File: config.mk
export PLATFORM = sky130hd
export DESIGN_NAME = sram_arbiter
export DESIGN_NICKNAME = d
export VERILOG_FILES = /design/src/rtl/sram_arbiter.sv
export SDC_FILE = /design/constraint.sdc
export NUM_CORES = 1
export LEC_CHECK = 0
export ABC_AREA = 0
export CORE_MARGIN = 2
export CORE_UTILIZATION = 35
export CTS_CLUSTER_DIAMETER = 30
export DETAILED_ROUTE_END_ITERATION = 16
export GPL_ROUTABILITY_DRIVEN = 0
export PLACE_DENSITY = 0.73
export SETUP_SLACK_MARGIN = 0.02
export SYNTH_ARGS = -nofsm -noshare
export SYNTH_HDL_FRONTEND = slang
export SYNTH_SLANG_ARGS = --single-unit
export TNS_END_PERCENT = 100
File: constraint.sdc
create_clock -name clk -period 2.1 [get_ports clk]
set_clock_uncertainty 0.15 [all_clocks]
set_input_delay 0.21 -clock clk [delete_from_list [all_inputs] [get_ports clk]]
set_output_delay 0.21 -clock clk [all_outputs]
set_load 0.02 [all_outputs]
File: src/rtl/sram_arbiter.sv
// Round-robin arbiter and access sequencer for a 16-bit asynchronous SRAM shared by two requesters.
// Every access runs ACCESS for WAIT_CYCLES cycles, then one RECOVER cycle carrying the ack.
module sram_arbiter #(
    parameter int WAIT_CYCLES = 1
) (
    input  logic        clk,
    input  logic        reset_n,
    input  logic        req0,
    input  logic        req1,
    input  logic        we0,
    input  logic        we1,
    input  logic [19:0] addr0,
    input  logic [19:0] addr1,
    input  logic [15:0] wdata0,
    input  logic [15:0] wdata1,
    input  logic [1:0]  be0,
    input  logic [1:0]  be1,
    output logic        ack0,
    output logic        ack1,
    output logic [15:0] rdata0,
    output logic [15:0] rdata1,
    output logic [19:0] sram_addr,
    input  logic [15:0] sram_dq_in,
    output logic [15:0] sram_dq_out,
    output logic        sram_dq_oe,
    output logic        sram_ce_n,
    output logic        sram_oe_n,
    output logic        sram_we_n,
    output logic        sram_lb_n,
    output logic        sram_ub_n,
    output logic [1:0]  state_dbg
);

    // Handshake: reqN rises with weN/addrN/wdataN/beN stable and stays high until the
    // one-cycle ackN; a req still high in its own ack cycle is not granted again there.

    localparam logic [1:0] IDLE    = 2'd0;
    localparam logic [1:0] ACCESS  = 2'd1;
    localparam logic [1:0] RECOVER = 2'd2;
    localparam logic [3:0] CNT_INIT = 4'(WAIT_CYCLES - 1);

    logic [1:0]  state_q, state_d;
    logic [3:0]  cnt_q, cnt_d;
    logic        last_q, last_d;
    logic        sel_q, sel_d;
    logic        we_q, we_d;
    logic [19:0] addr_q, addr_d;
    logic [15:0] dq_out_q, dq_out_d;
    logic [1:0]  be_n_q, be_n_d;
    logic [15:0] rdata0_q, rdata0_d;
    logic [15:0] rdata1_q, rdata1_d;

    logic elig0, elig1, gnt_sel, do_grant, in_access, in_recover;

    always_comb begin
        state_d  = state_q;
        cnt_d    = cnt_q;
        last_d   = last_q;
        sel_d    = sel_q;
        we_d     = we_q;
        addr_d   = addr_q;
        dq_out_d = dq_out_q;
        be_n_d   = be_n_q;
        rdata0_d = rdata0_q;
        rdata1_d = rdata1_q;

        elig0    = req0 && !(state_q == RECOVER && !sel_q);
        elig1    = req1 && !(state_q == RECOVER && sel_q);
        gnt_sel  = (elig0 && elig1) ? ~last_q : elig1;
        do_grant = (state_q == IDLE || state_q == RECOVER) && (elig0 || elig1);

        case (state_q)
            IDLE: ;
            ACCESS: begin
                if (cnt_q == 4'd0) begin
                    state_d = RECOVER;
                    // Last ACCESS edge: data has been valid on the bus for WAIT_CYCLES cycles.
                    if (!we_q) begin
                        if (sel_q) rdata1_d = sram_dq_in;
                        else       rdata0_d = sram_dq_in;
                    end
                end else begin
                    cnt_d = cnt_q - 4'd1;
                end
            end
            RECOVER: state_d = IDLE;
            default: state_d = IDLE;
        endcase

        if (do_grant) begin
            state_d  = ACCESS;
            cnt_d    = CNT_INIT;
            last_d   = gnt_sel;
            sel_d    = gnt_sel;
            we_d     = gnt_sel ? we1 : we0;
            addr_d   = gnt_sel ? addr1 : addr0;
            dq_out_d = gnt_sel ? wdata1 : wdata0;
            be_n_d   = gnt_sel ? ~be1 : ~be0;
        end
    end

    always_ff @(posedge clk or negedge reset_n) begin
        if (!reset_n) begin
            state_q  <= IDLE;
            cnt_q    <= 4'd0;
            last_q   <= 1'b1;
            sel_q    <= 1'b0;
            we_q     <= 1'b0;
            addr_q   <= 20'd0;
            dq_out_q <= 16'd0;
            be_n_q   <= 2'b11;
            rdata0_q <= 16'd0;
            rdata1_q <= 16'd0;
        end else begin
            state_q  <= state_d;
            cnt_q    <= cnt_d;
            last_q   <= last_d;
            sel_q    <= sel_d;
            we_q     <= we_d;
            addr_q   <= addr_d;
            dq_out_q <= dq_out_d;
            be_n_q   <= be_n_d;
            rdata0_q <= rdata0_d;
            rdata1_q <= rdata1_d;
        end
    end

    assign in_access  = (state_q == ACCESS);
    assign in_recover = (state_q == RECOVER);

    // Writes keep CE and the bus driven through RECOVER so data/address hold past WE rising.
    assign sram_ce_n   = !(in_access || (in_recover && we_q));
    assign sram_oe_n   = !(in_access && !we_q);
    assign sram_we_n   = !(in_access && we_q);
    assign sram_dq_oe  = (in_access || in_recover) && we_q;
    assign sram_lb_n   = sram_ce_n | be_n_q[0];
    assign sram_ub_n   = sram_ce_n | be_n_q[1];
    assign sram_addr   = addr_q;
    assign sram_dq_out = dq_out_q;
    assign ack0        = in_recover && !sel_q;
    assign ack1        = in_recover && sel_q;
    assign rdata0      = rdata0_q;
    assign rdata1      = rdata1_q;
    assign state_dbg   = state_q;

endmodule

==> results of run 1 <==
[how the worst min path moves through the flow]
stage | startpoint | endpoint | slack, ps | depth (start not counted)
finish | reset_n | cnt_q[0] | 220 | 2
detailed placement | reset_n | cnt_q[0] | 60 | 1
CTS | reset_n | cnt_q[3] | 230 | 2
global placement | reset_n | cnt_q[0] | 50 | 1
global route | reset_n | cnt_q[3] | 280 | 2
floorplan | reset_n | cnt_q[0] | -240 | 0
[cell type report]
cell class              count  area [um2]  share of cell area
clock buffers              10         138              0.0227
clock inverters             6        68.8              0.0114
inverters                   5        21.3             0.00351
multi-input cells         201        1630               0.269
flip-flops and latches     79        1980               0.328
well taps                 133         166              0.0275
repair buffers            201        2050               0.339
[cells in the mapped netlist (all sizes together)]
library cell / count
a21o: 2
o21a: 1
mux2: 34
o22ai: 4
o21bai: 1
nor4: 1
and2: 3
clkbuf: 3
nor3b: 1
inv: 5
or3b: 1
nand2: 44
dfstp: 3
nor2b: 2
a21oi: 4
dfrtp: 76
a211oi: 2
or2b: 1
and2b: 1
a32o: 2
a21bo: 1
buf: 15
ha: 5
a22o: 2
or2: 2
o21ai: 41
nor3: 2
mux2i: 37
a211o: 1
nor2: 5
[stage by stage]
step | cell area [um2] | power, mW | cells
floorplan | 3600 | 5.26 | 302
global placement | 5570 | 7.37 | 606
detailed placement | 5570 | 7.50 | 606
CTS | 5800 | 8.67 | 623
global route | 6050 | 9.60 | 635
finish | 6050 | 9.05 | 635
[report_power, final]
group          internal [mW]  switching, mW  leakage, nW
Clock                  0.585          0.581       0.0912
Combinational           2.64           2.51         1.62
Sequential              2.29          0.449        0.953
[critical path, stage by stage (launching register included)]
cell and delay (ps):
dfrtp_2 460, inv_4 90, ha_4 140, or2b_4 300, nor3_4 300, clkbuf_16 240
mux2_4 310
[timing repair]
action / 4_1_cts / 5_1_grt
hold buffers: 1 / 0
setup endpoints to repair: 43 / 63
endpoints found under the hold margin: 33 / 0
buffers inserted: 0 / 9
gates cloned: 0 / 3
pin swaps: 0 / 4
resized for setup: 24 / 36
[logic make-up (layout without fill, tap and decap cells)]
kind of cell / count (synthesis) / count (layout) / synth area share
flops: 79 / 79 / 0.551
mux: 71 / 71 / 0.211
simple gates: 63 / 63 / 0.0832
compound gates: 61 / 62 / 0.0982
buf+inv: 23 / 222 / 0.0393
fa+ha+maj: 5 / 5 / 0.0174
[routing by layer]
layer	GRT usage	wire length [um]
met1	0.206	4270
met2	0.291	4950
met3	0.0588	730
met4	0.0600	152
met5	0	0
[registers in the layout, summed over array words and instances, names as in the netlist]
register,count
sram_addr,20
cnt_q,4
sram_dq_out,16
rdata0,16
be_n_q,2
we_q,1
sel_q,1
rdata1,16
last_q,1
state_dbg,2
==> impl_metrics.sql, run 1 <==
INSERT INTO impl_metrics (metric_group, metric, value, unit) VALUES
('clocking', 'tritoncts', 'built', ''),
('detailed_routing', 'first_drt_iteration_drcs', '79', ''),
('floorplan', 'floorplan.core_area', '9860', 'um2'),
('power_and_ir_drop', 'irDropWorstVdd', '0.000659', 'V'),
('timing', 'final-setup-viol-count', '0', ''),
('finish', 'post_layout_util', '0.614', ''),
('flow_run', 'max_cap_viol_count', '0', ''),
('synthesis', 'yosys_register_bits', '79', ''),
('finish', 'nFillCells', '827', ''),
('detailed_routing', 'detail_route.wl_per_cell', '15.9', 'um'),
('finish', 'mostFrequentLayoutCell', 'clkdlybuf4s50_1', ''),
('grt', 'initial_antenna_violation_count', '0', ''),
('worst_setup_path', 'critPathMaxFanout', '8', ''),
('placement', 'dpl_worst_slack', '-43.4', 'ps'),
('finish', 'insertedDiodeCount', '0', ''),
('floorplan', 'chipWidth', '105', 'um'),
('synthesis', 'synth_nets', '405', ''),
('power_and_ir_drop', 'powerDensity', '1500', 'nW/um2'),
('timing', 'finalSetupTns', '0', 'ps'),
('detailed_routing', 'drt-pass1-iter-count', '4', ''),
('worst_setup_path', 'critical_path_required', '2190', 'ps'),
('floorplan', 'fp.dieH', '105', 'um'),
('worst_setup_path', 'timing.setup.critical_path_class', 'reg2reg', ''),
('clocking', 'clkLatencyLatePin', '350', 'ps'),
('synthesis', 'synth_cell_type_count', '40', ''),
('timing', 'fin_hold_ws', '220', 'ps'),
('synthesis', 'synth_top_cell_area_share', '0.529', ''),
('synthesis', 'synth.yosys.seq_area_share', '0.551', ''),
('detailed_routing', 'detail_route_antenna_nets', '0', ''),
('finish', 'syn_to_final_growth', '68.5', '%'),
('placement', 'detailedPlacementHpwl', '7.20', 'mm'),
('grt', 'first_global_vias', '3045', ''),
('floorplan', 'floorplan.rows', '36', ''),
('detailed_routing', 'drc', '0', ''),
('grt', 'grt_first_pass_wirelength', '15.0', 'mm'),
('synthesis', 'synth.avg_cell_area', '11.9', 'um2'),
('clocking', 'cts.clk_slew.worst_paths', '80', 'ps'),
('floorplan', 'io_pins', '176', ''),
('timing', 'timing_max_transition_violations_final', '0', ''),
('status', 'run_status', 'finished, final reports clean', ''),
('timing', 'timing.final.crit_share', '0.995', ''),
('synthesis', 'syn_area', '3590', 'um2'),
('synthesis', 'library_cell_with_the_largest_summed_area_after_synthesis', 'dfrtp_1', ''),
('synthesis', 'yosysWarnings', '0', ''),
('floorplan', 'fp.dieArea', '11100', 'um2'),
('timing', 'shortest_clock_period_the_worst_path_allows_after_layout', '2090', 'ps'),
('floorplan', 'initial_core_util', '0.364', ''),
('worst_setup_path', 'cp_data_arrival_time', '2180', 'ps'),
('timing', 'max_freq', '479', 'MHz'),
('timing', 'grt_setup_unrepaired', 'yes', ''),
('grt', 'grt_start_max_net_pins', '59', ''),
('worst_setup_path', 'end_kind', 'register', ''),
('synthesis', 'synthesis.instances', '302', ''),
('worst_setup_path', 'ff2ff_setup_slack', '10', 'ps'),
('finish', 'finish.net_count', '600', ''),
('worst_setup_path', 'reg2reg_from', 'state_dbg[1]', ''),
('worst_setup_path', 'critical_path_destination', 'rdata0[14]', ''),
('clocking', 'htreeDepth', '3', ''),
('clocking', 'cts.sinks', '79', ''),
('timing', 'setup_slack', '11.3', 'ps'),
('worst_hold_path', 'hold_path.class', 'in2async', ''),
('timing', 'worst_pin_slew', '490', 'ps'),
('worst_setup_path', 'r2r_end', 'rdata0[14]', ''),
('clocking', 'clk_path_buf_depth', '2', ''),
('finish', 'layout-drive-gt1-share', '0.215', ''),
('worst_setup_path', 'critPathLaunch', 'state_dbg[1]', ''),
('detailed_routing', 'avgViaCountPerCell', '4.77', ''),
('synthesis', 'synth_top_cells_by_area', 'dfrtp_1 53%, mux2_2 10%, mux2i_1 10%, o21ai_0 5.6%, nand2_1 4.5%', ''),
('clocking', 'clk_root_buffer_cell', 'clkbuf_8', ''),
('timing', 'timing.slew.headroom', '0.673', ''),
('detailed_routing', 'wl', '10.1', 'mm'),
('detailed_routing', 'vias', '3027', ''),
('clocking', 'cts_inserted_buffers', '9', ''),
('worst_setup_path', 'depth_of_the_worst_register_to_register_path', '6', ''),
('placement', 'io_buffer_count', '175', ''),
('finish', 'mostFrequentLayoutCells', '166 x clkdlybuf4s50_1, 74 x dfrtp_1, 43 x nand2_1, 38 x o21ai_0, 37 x mux2i_1', ''),
('worst_setup_path', 'start_kind', 'register', ''),
('grt', 'track_usage', '0.173', ''),
('power_and_ir_drop', 'total_leakage_power', '2.66', 'nW'),
('timing', 'finalHoldViolCount', '0', ''),
('grt', 'gr-total-overflow', '0', '');
Power figures use the tool's default switching activity.
==> run 2: changes to the inputs <==
--- a/config.mk
+++ b/config.mk
@@ -8,7 +8,7 @@
 export ABC_AREA = 0
 export CORE_MARGIN = 2
 export CORE_UTILIZATION = 35
-export CTS_CLUSTER_DIAMETER = 30
+export CTS_CLUSTER_DIAMETER = 120
 export DETAILED_ROUTE_END_ITERATION = 16
 export GPL_ROUTABILITY_DRIVEN = 0
 export PLACE_DENSITY = 0.73
==> constraint.sdc (replaced) <==
create_clock -name clk -period 1.85 [get_ports clk]
set_clock_uncertainty 0.15 [all_clocks]
set_input_delay 0.185 -clock clk [delete_from_list [all_inputs] [get_ports clk]]
set_output_delay 0.185 -clock clk [all_outputs]
set_load 0.02 [all_outputs]
==> run 2 against run 1 <==
Effect of this change:
- clock power hardly changed
- the run now ends with setup timing left
- clock-buffer cell count is 1 lower
- critical path type unchanged
- power is 39% higher
- first-iteration DRC count is 6.3% higher
- critical path depth stayed put
- largest power group unchanged
- sequential power is 16% higher
- cell count is 5.2% higher
- utilization is 8.5 points higher
- critical endpoint unchanged
- flip-flop and latch count stayed put
==> impl_metrics.sql, run 2 (same netlist as run 1, synthesis figures left out) <==
INSERT INTO impl_metrics (metric_group, metric, value, unit) VALUES
('worst_setup_path', 'end_kind', 'register', ''),
('floorplan', 'floorplan.rows', '36', ''),
('detailed_routing', 'drt-pass1-iter-count', '4', ''),
('floorplan', 'fp.dieArea', '11100', 'um2'),
('worst_setup_path', 'r2r_end', 'rdata0[14]', ''),
('timing', 'grt_setup_unrepaired', 'yes', ''),
('timing', 'final-setup-viol-count', '81', ''),
('clocking', 'clk_path_buf_depth', '2', ''),
('power_and_ir_drop', 'post-layout-total-power', '12.6', 'mW'),
('timing', 'finalHoldViolCount', '0', ''),
('placement', 'io_buffer_count', '175', ''),
('detailed_routing', 'drc', '0', ''),
('power_and_ir_drop', 'total_leakage_power', '2.99', 'nW'),
('finish', 'nFillCells', '713', ''),
('grt', 'first_global_vias', '3498', ''),
('worst_setup_path', 'critPathMaxFanout', '16', ''),
('power_and_ir_drop', 'irDropWorstVdd', '0.000755', 'V'),
('detailed_routing', 'detail_route.wl_per_cell', '18.4', 'um'),
('timing', 'finalSetupTns', '-10340', 'ps'),
('floorplan', 'initial_core_util', '0.364', ''),
('worst_setup_path', 'start_kind', 'register', ''),
('finish', 'mostFrequentLayoutCells', '164 x clkdlybuf4s50_1, 74 x dfrtp_1, 31 x mux2_2, 26 x mux2i_1, 26 x o21ai_1', ''),
('timing', 'max_freq', '494', 'MHz'),
('worst_setup_path', 'critPathLaunch', 'cnt_q[1]', ''),
('floorplan', 'io_pins', '176', ''),
('detailed_routing', 'first_drt_iteration_drcs', '84', ''),
('finish', 'mostFrequentLayoutCell', 'clkdlybuf4s50_1', ''),
('grt', 'track_usage', '0.216', ''),
('clocking', 'tritoncts', 'built', ''),
('clocking', 'cts.clk_slew.worst_paths', '80', 'ps'),
('worst_setup_path', 'ff2ff_setup_slack', '-180', 'ps'),
('finish', 'syn_to_final_growth', '91.9', '%'),
('grt', 'grt_first_pass_wirelength', '18.5', 'mm'),
('timing', 'setup_slack', '-175', 'ps'),
('detailed_routing', 'avgViaCountPerCell', '4.87', ''),
('timing', 'timing.slew.headroom', '0.731', ''),
('grt', 'initial_antenna_violation_count', '0', ''),
('clocking', 'htreeDepth', '3', ''),
('worst_setup_path', 'critical_path_required', '1940', 'ps'),
('grt', 'gr-total-overflow', '0', ''),
('floorplan', 'floorplan.core_area', '9860', 'um2'),
('clocking', 'clk_root_buffer_cell', 'clkbuf_8', ''),
('timing', 'worst_pin_slew', '403', 'ps'),
('timing', 'shortest_clock_period_the_worst_path_allows_after_layout', '2030', 'ps'),
('grt', 'grt_start_max_net_pins', '43', ''),
('detailed_routing', 'detail_route_antenna_nets', '0', ''),
('floorplan', 'fp.dieH', '105', 'um'),
('finish', 'layout-drive-gt1-share', '0.381', ''),
('worst_hold_path', 'hold_path.class', 'in2async', ''),
('placement', 'placement.cell_area', '5690', 'um2'),
('worst_setup_path', 'timing.setup.critical_path_class', 'reg2reg', ''),
('clocking', 'clkLatencyLatePin', '360', 'ps'),
('finish', 'finish.net_count', '633', ''),
('floorplan', 'chipWidth', '105', 'um'),
('detailed_routing', 'vias', '3251', ''),
('clocking', 'cts_inserted_buffers', '9', ''),
('flow_run', 'max_cap_viol_count', '0', ''),
('power_and_ir_drop', 'powerDensity', '1820', 'nW/um2'),
('detailed_routing', 'wl', '12.3', 'mm'),
('worst_setup_path', 'reg2reg_from', 'cnt_q[1]', ''),
('worst_setup_path', 'cp_data_arrival_time', '2120', 'ps'),
('timing', 'timing.final.crit_share', '1.09', ''),
('finish', 'largest_reg_flops', '20', ''),
('timing', 'timing_max_transition_violations_final', '0', ''),
('finish', 'insertedDiodeCount', '0', ''),
('worst_setup_path', 'slowest_delay', '400', 'ps'),
('finish', 'post-route-cell-area', '6890', 'um2'),
('worst_setup_path', 'depth_of_the_worst_register_to_register_path', '6', ''),
('worst_setup_path', 'critical-path-slowest-cell', 'or3b_4', ''),
('worst_setup_path', 'path_cells', 'inv_1 > ha_2 > or3b_4 > nor3_4 > buf_12 > mux2_2', ''),
('status', 'failed_checks', 'setup timing', ''),
('clocking', 'cts.sinks', '79', ''),
('status', 'run_status', 'complete, but fails checks', ''),
('placement', 'detailedPlacementHpwl', '7.27', 'mm');
[run 2: cell types whose count changed in the layout (fill, tap and decap cells not counted), moves of 13 or more]
cell	delta
buf_6	+14
mux2_2	+14
mux2_4	-14
nand2_1	-22
nand2_2	+13
o21ai_0	-38
o21ai_1	+23
o21ai_2	+14
[run 2: per-layer routing]
layer	global-route usage	part of all wire	vias to the layer above	wire, um
met1	0.257	0.40	1580	4950
met3	0.0588	0.067	21	824
li1	-	-	1522	-
met5	0	0	-	0
met4	0.0600	0.022	0	269
met2	0.381	0.51	128	6280
[run 2: layout make-up]
type / instances / area [um2] / share of cell area
Timing Repair Buffer: 234 / 2650 / 0.384
Sequential cell: 79 / 1980 / 0.288
Multi-Input combinational cell: 201 / 1890 / 0.275
Tap cell: 133 / 166 / 0.0241
Clock buffer: 9 / 124 / 0.0180
Clock inverter: 7 / 55.1 / 0.00799
Inverter: 5 / 21.3 / 0.00309
[run 2: where the power goes]
group	switching, mW	leakage [nW]	internal, mW
Clock	0.701	0.0866	0.501
Sequential	0.591	0.953	2.60
Combinational	3.73	1.95	4.46
Total	5.02	2.99	7.56
[run 2: worst max path at each step]
stage / end
finish: rdata0[14]
global placement: rdata0[12]
global route: rdata0[1]
detailed placement: rdata0[7]
CTS: rdata0[14]
floorplan: rdata0[10]
[run 2: repair_timing]
action                     4_1_cts  5_1_grt
hold buffers                     1        0
hold endpoints to repair        79        0
resized for setup              132       72
setup endpoints to repair       89       86
pin swaps                       15       23
buffers inserted                12        6
gates cloned                    12        4
[run 2: stage by stage]
| step | instances | setup WS (ps) | hold slack, ps | utilization |
|---|---|---|---|---|
| floorplan | 302 | -325 | -261 | - |
| global placement | 619 | -112 | -60.1 | 0.577 |
| detailed placement | 619 | -159 | -50.7 | 0.577 |
| CTS | 659 | -147 | 99.5 | 0.659 |
| global route | 668 | -226 | 116 | 0.699 |
| finish | 668 | -175 | 106 | 0.699 |
[run 2: worst max-delay path, delay by kind of cell (launching register included)]
kind | cells | cell delay [ps]
adders and majority gates | 1 | 180
and+or+nand+nor | 2 | 610
muxes | 1 | 340
buffers and inverters | 2 | 250
DFF | 1 | 380
